## src/rtl/rv32i_types_pkg.sv

```systemverilog
// ---------------------------------------------------------------------------
// rv32i_types
// Shared RV32I base types: datapath widths, load/store funct3 encodings and a
// helper that classifies an access as misaligned for its size.
// No ports (package).
// ---------------------------------------------------------------------------
package rv32i_types;

  localparam int XLEN  = 32;
  localparam int MBE_W = XLEN / 8;

  typedef enum logic [2:0] {
    LB  = 3'b000,
    LH  = 3'b001,
    LW  = 3'b010,
    LBU = 3'b100,
    LHU = 3'b101
  } load_funct3_t;

  typedef enum logic [2:0] {
    SB = 3'b000,
    SH = 3'b001,
    SW = 3'b010
  } store_funct3_t;

  // Size lives in funct3[1:0] for both loads and stores, so one check covers
  // lh/lhu/sh (halfword) and lw/sw (word).
  function automatic logic is_misaligned(input logic [2:0] funct3,
                                         input logic [1:0] offset);
    logic mis;
    mis = 1'b0;
    case (funct3[1:0])
      2'b01:   mis = offset[0];
      2'b10:   mis = (offset != 2'b00);
      default: mis = 1'b0;
    endcase
    return mis;
  endfunction

endpackage

```

## src/rtl/rv32i_packet_pkg.sv

```systemverilog
// ---------------------------------------------------------------------------
// rv32i_packet
// Pipeline packet formats flowing through the RV32I stages, the control word
// seen by the MEM stage, and the MEM stage FSM state encoding.
// No ports (package).
// ---------------------------------------------------------------------------
package rv32i_packet;

  import rv32i_types::*;

  typedef struct packed {
    logic       mem_read;
    logic       mem_write;
    logic [2:0] funct3;
  } rv32i_ctrl_packet_t;

  typedef struct packed {
    logic [XLEN-1:0] alu_out;
    logic [XLEN-1:0] rs2_out;
    logic [XLEN-1:0] mem_rdata;
  } rv32i_data_t;

  typedef struct packed {
    logic            valid;
    logic [XLEN-1:0] pc;
    logic [4:0]      rd;
    rv32i_data_t     data;
  } rv32i_packet_t;

  typedef enum logic [1:0] {
    IDLE   = 2'b00,
    ACCESS = 2'b01,
    DONE   = 2'b10
  } mem_state_t;

endpackage

```

## src/rtl/mem_align.sv

```systemverilog
// ---------------------------------------------------------------------------
// mem_align
// Purely combinational byte-lane logic for the MEM stage.
//   funct3      in  : load/store width and signedness
//   offset      in  : low two bits of the effective address
//   rdata       in  : raw 32-bit word returned by data memory
//   rs2         in  : store source register value
//   load_data   out : selected byte/halfword/word, sign- or zero-extended
//   store_mbe   out : byte enables for the store
//   store_wdata out : store data replicated into every lane
// ---------------------------------------------------------------------------
module mem_align
  import rv32i_types::*;
(
  input  logic [2:0]       funct3,
  input  logic [1:0]       offset,
  input  logic [XLEN-1:0]  rdata,
  input  logic [XLEN-1:0]  rs2,
  output logic [XLEN-1:0]  load_data,
  output logic [MBE_W-1:0] store_mbe,
  output logic [XLEN-1:0]  store_wdata
);

  logic [7:0]  byte_sel;
  logic [15:0] half_sel;

  // Halfwords only look at offset[1]; offset[0] is dropped on purpose so an
  // untrapped misaligned halfword truncates to the aligned one.
  always_comb begin
    byte_sel  = rdata[{offset, 3'b000} +: 8];
    half_sel  = rdata[{offset[1], 4'b0000} +: 16];
    load_data = rdata;
    case (funct3)
      LB:      load_data = {{24{byte_sel[7]}}, byte_sel};
      LH:      load_data = {{16{half_sel[15]}}, half_sel};
      LBU:     load_data = {24'h0, byte_sel};
      LHU:     load_data = {16'h0, half_sel};
      default: load_data = rdata;
    endcase
  end

  // Replicating the data lets memory pick whichever lane the enables select.
  always_comb begin
    store_mbe   = 4'b1111;
    store_wdata = rs2;
    case (funct3)
      SB: begin
        store_mbe   = 4'b0001 << offset;
        store_wdata = {4{rs2[7:0]}};
      end
      SH: begin
        store_mbe   = 4'b0011 << {offset[1], 1'b0};
        store_wdata = {2{rs2[15:0]}};
      end
      default: begin
        store_mbe   = 4'b1111;
        store_wdata = rs2;
      end
    endcase
  end

endmodule

```

## src/rtl/mem_stage.sv

```systemverilog
// ---------------------------------------------------------------------------
// mem_stage
// RV32I MEM pipeline stage. Issues a data-memory request for valid loads and
// stores, stalls the front of the pipeline until the memory responds, and
// hands the packet on with mem_rdata filled for exactly one cycle.
//   clk, rst         : clock, synchronous active-high reset
//   ctrl             : control word (mem_read, mem_write, funct3)
//   mem_in / mem_out : packet from EX/MEM, packet to MEM/WB
//   stall_mem        : hold EX/MEM and all earlier registers
//   dmem_*           : data-memory request/response interface
//   mem_misalign     : one-cycle misaligned-access trap flag
// Build option: define MEM_MISALIGN_TRAP_EN to trap misaligned halfword/word
// accesses instead of silently truncating the low address bits.
// ---------------------------------------------------------------------------
module mem_stage
  import rv32i_types::*;
  import rv32i_packet::*;
(
  input  logic               clk,
  input  logic               rst,
  input  rv32i_ctrl_packet_t ctrl,
  input  rv32i_packet_t      mem_in,
  output rv32i_packet_t      mem_out,
  output logic               stall_mem,
  output logic [XLEN-1:0]    dmem_address,
  output logic               dmem_read,
  output logic               dmem_write,
  output logic [MBE_W-1:0]   dmem_mbe,
  output logic [XLEN-1:0]    dmem_wdata,
  input  logic [XLEN-1:0]    dmem_rdata,
  input  logic               dmem_resp,
  output logic               mem_misalign
);

  mem_state_t      state_q, state_d;
  logic [XLEN-1:0] rdata_q, rdata_d;

  logic            mem_op;
  logic            misaligned;
  logic            issue;
  logic            req;
  logic [XLEN-1:0] load_data;
  logic [MBE_W-1:0] store_mbe;
  logic [XLEN-1:0] store_wdata;

  // The raw word is latched and extracted in DONE; mem_in is still held by
  // the stall, so funct3 and the offset are the ones of this access.
  mem_align u_mem_align (
    .funct3      (ctrl.funct3),
    .offset      (mem_in.data.alu_out[1:0]),
    .rdata       (rdata_q),
    .rs2         (mem_in.data.rs2_out),
    .load_data   (load_data),
    .store_mbe   (store_mbe),
    .store_wdata (store_wdata)
  );

  always_comb begin
    mem_op = mem_in.valid & (ctrl.mem_read | ctrl.mem_write);
`ifdef MEM_MISALIGN_TRAP_EN
    misaligned = mem_op & is_misaligned(ctrl.funct3, mem_in.data.alu_out[1:0]);
`else
    misaligned = 1'b0;
`endif
    issue = mem_op & ~misaligned;
  end

  always_ff @(posedge clk) begin
    if (rst) begin
      state_q <= IDLE;
      rdata_q <= '0;
    end else begin
      state_q <= state_d;
      rdata_q <= rdata_d;
    end
  end

  // The request goes out combinationally in the IDLE issue cycle, so a
  // response in that same cycle already completes the access. A response
  // with no request on the bus is never looked at.
  always_comb begin
    state_d = state_q;
    rdata_d = rdata_q;
    case (state_q)
      IDLE: begin
        if (issue) begin
          if (dmem_resp) begin
            state_d = DONE;
            rdata_d = dmem_rdata;
          end else begin
            state_d = ACCESS;
          end
        end
      end
      ACCESS: begin
        if (dmem_resp) begin
          state_d = DONE;
          rdata_d = dmem_rdata;
        end
      end
      DONE:    state_d = IDLE;
      default: state_d = IDLE;
    endcase
  end

  // mem_out.valid is dropped while stalling so MEM/WB sees a bubble instead
  // of a duplicate; the real result appears once, in DONE.
  always_comb begin
    req                    = 1'b0;
    stall_mem              = 1'b0;
    mem_misalign           = 1'b0;
    mem_out                = mem_in;
    mem_out.data.mem_rdata = '0;
    case (state_q)
      IDLE: begin
        req           = issue;
        stall_mem     = issue;
        mem_misalign  = misaligned;
        mem_out.valid = mem_in.valid & ~issue & ~misaligned;
      end
      ACCESS: begin
        req           = 1'b1;
        stall_mem     = 1'b1;
        mem_out.valid = 1'b0;
      end
      DONE: begin
        if (ctrl.mem_read) begin
          mem_out.data.mem_rdata = load_data;
        end
      end
      default: begin
        mem_out.valid = 1'b0;
      end
    endcase
    if (rst) begin
      req           = 1'b0;
      stall_mem     = 1'b0;
      mem_misalign  = 1'b0;
      mem_out.valid = 1'b0;
    end
  end

  // Read wins if a malformed control word sets both strobes.
  always_comb begin
    dmem_read    = req & ctrl.mem_read;
    dmem_write   = req & ctrl.mem_write & ~ctrl.mem_read;
    dmem_address = {mem_in.data.alu_out[XLEN-1:2], 2'b00};
    dmem_mbe     = ctrl.mem_read ? 4'b1111 : store_mbe;
    dmem_wdata   = store_wdata;
  end

endmodule
```

## config.mk

```make
export PLATFORM = sky130hd
export DESIGN_NAME = mem_stage
export DESIGN_NICKNAME = d
export VERILOG_FILES = /design/src/rtl/rv32i_types_pkg.sv /design/src/rtl/rv32i_packet_pkg.sv /design/src/rtl/mem_align.sv /design/src/rtl/mem_stage.sv
export SDC_FILE = /design/constraint.sdc
export NUM_CORES = 1
export LEC_CHECK = 0
export BUFFER_PORTS_ARGS = -buffer_cell sky130_fd_sc_hd__buf_2
export CORE_AREA = 2 2 149 151
export DETAILED_ROUTE_END_ITERATION = 10
export DIE_AREA = 0 0 151 153
export GPL_ROUTABILITY_DRIVEN = 0
export SLEW_MARGIN = 0
export SYNTH_ARGS = -nofsm -noshare
export SYNTH_HDL_FRONTEND = slang
export SYNTH_SLANG_ARGS = --single-unit
```

## constraint.sdc

```tcl
create_clock -name clk -period 3.4 [get_ports clk]
set_clock_uncertainty 0.05 [all_clocks]
set_input_delay 0.85 -clock clk [delete_from_list [all_inputs] [get_ports clk]]
set_output_delay 0.85 -clock clk [all_outputs]
set_load 0.1 [all_outputs]
```

==> impl_metrics.json, run 1 <==
{
  "hp-class": "register to register",
  "core-area_sq_mm": 0.0215,
  "synth_top_family_by_area": "buffers and inverters",
  "fin_crit_sh": 0.985,
  "cpPeakStageDelay_ns": 0.54,
  "die_area_sq_mm": 0.0231,
  "clkLatencyLatePin_ns": 0.28,
  "outcome": "finished clean",
  "synth.avg_cell_area_sq_um": 8.03,
  "start_util": 0.174,
  "synthSimpleGateAreaFrac": 0.213,
  "clock-sinks": 34,
  "slowest_stage": "mux4_2",
  "htreeDepth": 2,
  "cts_tree": "built",
  "p_leak_nw": 2.09,
  "drt-pass1-iter-count": 4,
  "grt_use_total": 0.120,
  "synth_cell_types": 33,
  "finalSetupViolCount": 0,
  "yosys.area_share.adder": 0,
  "critPathMaxFanout": 4,
  "drv_slew": 0,
  "layout-drive-gt1-share": 0.566,
  "crit_path_end_kind": "primary output",
  "synthMuxAreaShare": 0.186,
  "num_rows": 54,
  "antenna_found_initial": 4,
  "grt_pass1_vias": 3112,
  "die_height_microns": 153,
  "pwr_density_cell_mw_per_mm2": 354,
  "wl_microns": 14200,
  "required_ns": 2.50,
  "postCtsSetupBuffers": 0,
  "worstSetupStartpointType": "primary input",
  "ant_nets": 0,
  "grt_pass1_wl_microns": 20200,
  "area_growth_syn_to_layout_pct": 41.9,
  "io_pins": 380,
  "cts_max_path_buffers": 2,
  "drv_cap": 0,
  "cp_data_arrival_time_ns": 2.45,
  "cts_resized": 16,
  "ys_seq_area_frac": 0.182,
  "crit_top_cell": "buf_4",
  "synth_compound_area_frac": 0.0848,
  "fp.dieW_microns": 151,
  "layout.nets": 678,
  "synth_cells": 465,
  "period_minus_slack_ns": 3.35,
  "synthArstFlopShare": 0,
  "grt_max_degree": 65,
  "peakVddDrop_v": 0.000164,
  "timing.fmax_ghz": 0.299,
  "fin_util": 0.247,
  "critPathKind": "primary input to primary output",
  "drc": 0,
  "gr-total-overflow": 0,
  "vias_per_cell": 3.98,
  "dp_cells": 777,
  "slew_headroom": 0.551,
  "cts-root-buf": "clkbuf_16",
  "route.vias.total": 3131,
  "yosys_warnings": 0,
  "tightest_slew_ns": 0.668,
  "synth_flop_cell": "dfxtp_1",
  "synth_edf_count": 0,
  "io_buffer_count": 180,
  "final_cells": 787,
  "drt_iter0_drc": 116,
  "crit_chain": "buf_2 -> mux4_2 -> a221oi_4 -> buf_4 -> nor3_4 -> buf_4",
  "yosys.area_share.xor_xnor": 0,
  "cts_buffers": 5,
  "wl_per_cell_microns": 18.1,
  "cts.hold.buffers_added": 0,
  "hold_viol": 0,
  "synth-seq-cells": 34,
  "finalSetupTns_ns": 0,
  "syn_area_sq_mm": 0.00373,
  "rsz0062_at_grt": "true",
  "dp_hpwl_microns": 12100,
  "clk_transition_reported_paths_ns": 0.06
}
synth_stat cells (4+ instances only):
master | n | share of area
nor3_1 | 17 | 0.023
mux2i_1 | 40 | 0.11
buf_2 | 7 | 0.0094
dfxtp_1 | 34 | 0.18
mux2_2 | 24 | 0.072
o21ai_0 | 7 | 0.0094
nand2_1 | 4 | 0.0040
o32ai_1 | 7 | 0.016
nor2_1 | 20 | 0.020
a21oi_1 | 9 | 0.012
nor2b_1 | 20 | 0.034
a211oi_1 | 8 | 0.016
a2111oi_0 | 7 | 0.016
buf_4 | 142 | 0.29
inv_1 | 17 | 0.017
nand2b_1 | 66 | 0.11
clkbuf_1 | 17 | 0.017
final cells by class:
| type | count | area, sq um |
|---|---|---|
| antenna | 2 | 5.00 |
| clock buffer | 7 | 133 |
| clock inverter | 1 | 30.0 |
| fill | 2350 | 16200 |
| inverter | 17 | 63.8 |
| multi-input combinational | 248 | 2400 |
| sequential | 34 | 681 |
| tap | 280 | 350 |
| timing repair buffer | 198 | 1640 |
critical path: cells and delay by family:
kind | cells | cell delay (ns)
muxes | 1 | 0.54
and+or+nand+nor | 1 | 0.07
AOI/OAI and AO/OA | 1 | 0.37
buffers and inverters | 3 | 0.61
kinds of logic (layout without fill, tap and decap cells):
family	count (synthesis)	in the layout
other cells	1	5
buf+inv	185	223
mux	65	65
compound gates	43	43
flops	34	34
simple gates	137	137
metal layers:
layer  global-route usage  share of wire
met5                    0         0.0016
met4               0.0378          0.023
met3               0.0510           0.11
met2                0.214           0.51
met1                0.126           0.36
placed cells by master (no fill, tap or decap), types with 3 or more instances in the layout:
master,count
buf_4,26
mux2_2,24
a2111oi_4,7
conb_1,3
buf_2,132
nor3_4,17
o32ai_1,7
nor2b_1,19
clkbuf_16,5
a21oi_4,3
inv_1,17
nor2_1,19
mux2i_1,40
nand2b_1,66
buf_12,38
nand2_1,4
a21oi_2,6
o21ai_2,4
a211oi_4,8
dfxtp_1,34
sequential cells by signal, summed over array words and instances (netlist names):
signal and cells:
rdata_q 32, state_q 2
stage by stage:
stage                     worst slack, ns  total power [mW]  hold slack, ns  instance area, sq um
after global routing              -0.0166              1.95           0.438                  5290
after global placement            -0.0504              1.36           0.411                  5070
after floorplan                    -0.228              1.69           0.399                  4340
after CTS                          0.0166              1.91           0.425                  5280
after detailed placement          -0.0361              1.36           0.412                  5070
final                              0.0511              1.88           0.423                  5300
path summary, 6_finish.rpt:
kind / depth (start not counted) / to / from / slack, ns
max: 6 / mem_out[16] / mem_in[64] / 0.05
min: 2 / rdata_q[6]$_SDFFE_PP0P_ / rdata_q[6]$_SDFFE_PP0P_ / 0.42
max reg2reg: 4 / rdata_q[12]$_SDFFE_PP0P_ / state_q[1]$_SDFFE_PP0P_ / 1.84
min reg2reg: 2 / rdata_q[6]$_SDFFE_PP0P_ / rdata_q[6]$_SDFFE_PP0P_ / 0.42
power breakdown:
group / total [mW] / switching, mW / internal, mW
clock: 0.530 / 0.183 / 0.347
combinational: 0.903 / 0.660 / 0.244
sequential: 0.443 / 0.0216 / 0.421
(Power assumes the default switching activity.)
==> run 2, diff against run 1 <==
--- a/config.mk
+++ b/config.mk
@@ -10,6 +10,7 @@
 export DETAILED_ROUTE_END_ITERATION = 10
 export DIE_AREA = 0 0 151 153
 export GPL_ROUTABILITY_DRIVEN = 0
+export RECOVER_POWER = 100
 export SLEW_MARGIN = 0
 export SYNTH_ARGS = -nofsm -noshare
 export SYNTH_HDL_FRONTEND = slang
==> run 2 against run 1 <==
Total power decreased by 1.4%. Die area is the same. Final cell count did not move. Critical path depth unchanged. Wire length about the same. Sequential power barely moved. Setup slack worse by 0.0013 ns. Critical path type unchanged. Largest power group unchanged. Highest routed layer unchanged.
==> impl_metrics.json, run 2 (synthesized netlist as in run 1, its figures left out) <==
{
  "rsz0062_at_grt": "true",
  "postCtsSetupBuffers": 0,
  "preCtsSetupSlack_ns": -0.0361,
  "cp-startpoint": "mem_in[64]",
  "start_util": 0.174,
  "die_area_sq_mm": 0.0231,
  "p_leak_nw": 1.94,
  "cp_data_arrival_time_ns": 2.45,
  "final_common_cell": "buf_2",
  "drt_iter0_drc": 129,
  "cts_tree": "built",
  "wl_microns": 14200,
  "outcome": "finished clean",
  "largest_reg_flops": 32,
  "critPathMaxFanout": 4,
  "clock-sinks": 34,
  "hp-class": "register to register",
  "layout_setup_ws_ns": 0.0498,
  "die_height_microns": 153,
  "cts-root-buf": "clkbuf_16",
  "fp.dieW_microns": 151,
  "worstSetupStartpointType": "primary input",
  "antenna_found_initial": 4,
  "io_pins": 380,
  "peakVddDrop_v": 0.000159,
  "power.total_mw": 1.85,
  "critPathKind": "primary input to primary output",
  "drv_slew": 0,
  "dp_cells": 777,
  "layout.nets": 678,
  "pwr_density_cell_mw_per_mm2": 358,
  "io_buffer_count": 180,
  "finalSetupViolCount": 0,
  "cts_max_path_buffers": 2,
  "drv_cap": 0,
  "reg2reg_from": "state_q[0]$_SDFFE_PP0P_",
  "dp_hpwl_microns": 12100,
  "crit_path_end_kind": "primary output",
  "reg_top3": "rdata_q: 32 flops, state_q: 2 flops",
  "timing.fmax_ghz": 0.298,
  "clkLatencyLatePin_ns": 0.28,
  "vias_per_cell": 3.98,
  "tightest_slew_ns": 1.38,
  "htreeDepth": 2,
  "finalSetupTns_ns": 0,
  "period_minus_slack_ns": 3.35,
  "cts_buffers": 5,
  "holdWs_ns": 0.423,
  "placed_cell_area_sq_mm": 0.00507,
  "worstHoldStart": "rdata_q[6]$_SDFFE_PP0P_",
  "num_rows": 54,
  "layout_common_cells": "buf_2 (88), nand2b_1 (66), clkbuf_1 (44)",
  "fin_crit_sh": 0.985,
  "gr-total-overflow": 0,
  "final_cells": 787,
  "required_ns": 2.50,
  "fin_util": 0.240,
  "stdcell_area_sq_mm": 0.00516,
  "grt_max_degree": 65,
  "clk_transition_reported_paths_ns": 0.06,
  "grt_pass1_wl_microns": 20200,
  "core-area_sq_mm": 0.0215,
  "drt-pass1-iter-count": 4,
  "grt_pass1_vias": 3112,
  "slew_headroom": 0.0871,
  "wl_per_cell_microns": 18.1,
  "layout-drive-gt1-share": 0.471,
  "hold_viol": 0,
  "area_growth_syn_to_layout_pct": 38.3,
  "drc": 0,
  "fillers": 2377,
  "grt_use_total": 0.120,
  "regMostFlops": "rdata_q",
  "route.vias.total": 3135,
  "ant_nets": 0
}
## run 2: cell count changes in the layout (fill, tap and decap cells not counted), sizes merged
cell / before / now
buf: 198 / 148
clkbuf: 7 / 57
## run 2: where the power goes
group,internal [mW],switching [mW]
Clock,0.347,0.183
Sequential,0.421,0.0215
Combinational,0.219,0.658
Total,0.987,0.862
## run 2: area by class of cell
cell class,instances,area (sq um),share of cell area
clock buffer,7,133,0.0257
clock inverter,1,30.0,0.00582
tap,280,350,0.0679
inverter,17,63.8,0.0124
timing repair buffer,198,1510,0.292
antenna,2,5.00,0.000969
multi-input combinational,248,2390,0.463
sequential,34,681,0.132
## run 2: path summary, 6_finish.rpt
check | end | slack (ns) | cells after the start
worst max-delay path | mem_out[16] | 0.05 | 6
worst max register to register | rdata_q[12]$_SDFFE_PP0P_ | 1.45 | 4
worst min register to register | rdata_q[6]$_SDFFE_PP0P_ | 0.42 | 2
worst min-delay path | rdata_q[6]$_SDFFE_PP0P_ | 0.42 | 2
## run 2: repair_timing
action                                  4_1_cts  5_1_grt
hold buffers                                  0        0
resized for setup                            16        3
pin swaps                                     0        0
endpoints found under the setup margin       16       13
## run 2: metal layers
layer / share of wire / global-route usage / up-vias
li1: - / - / 1485
met1: 0.36 / 0.126 / 1446
met2: 0.51 / 0.214 / 179
met3: 0.11 / 0.0510 / 21
met4: 0.023 / 0.0378 / 4
met5: 0.0016 / 0 / -
## run 2: worst max-delay path: stages
cell and delay [ns]:
buf_2 0.12, mux4_2 0.54, a221oi_4 0.38, buf_4 0.24, nor3_4 0.07, buf_4 0.25
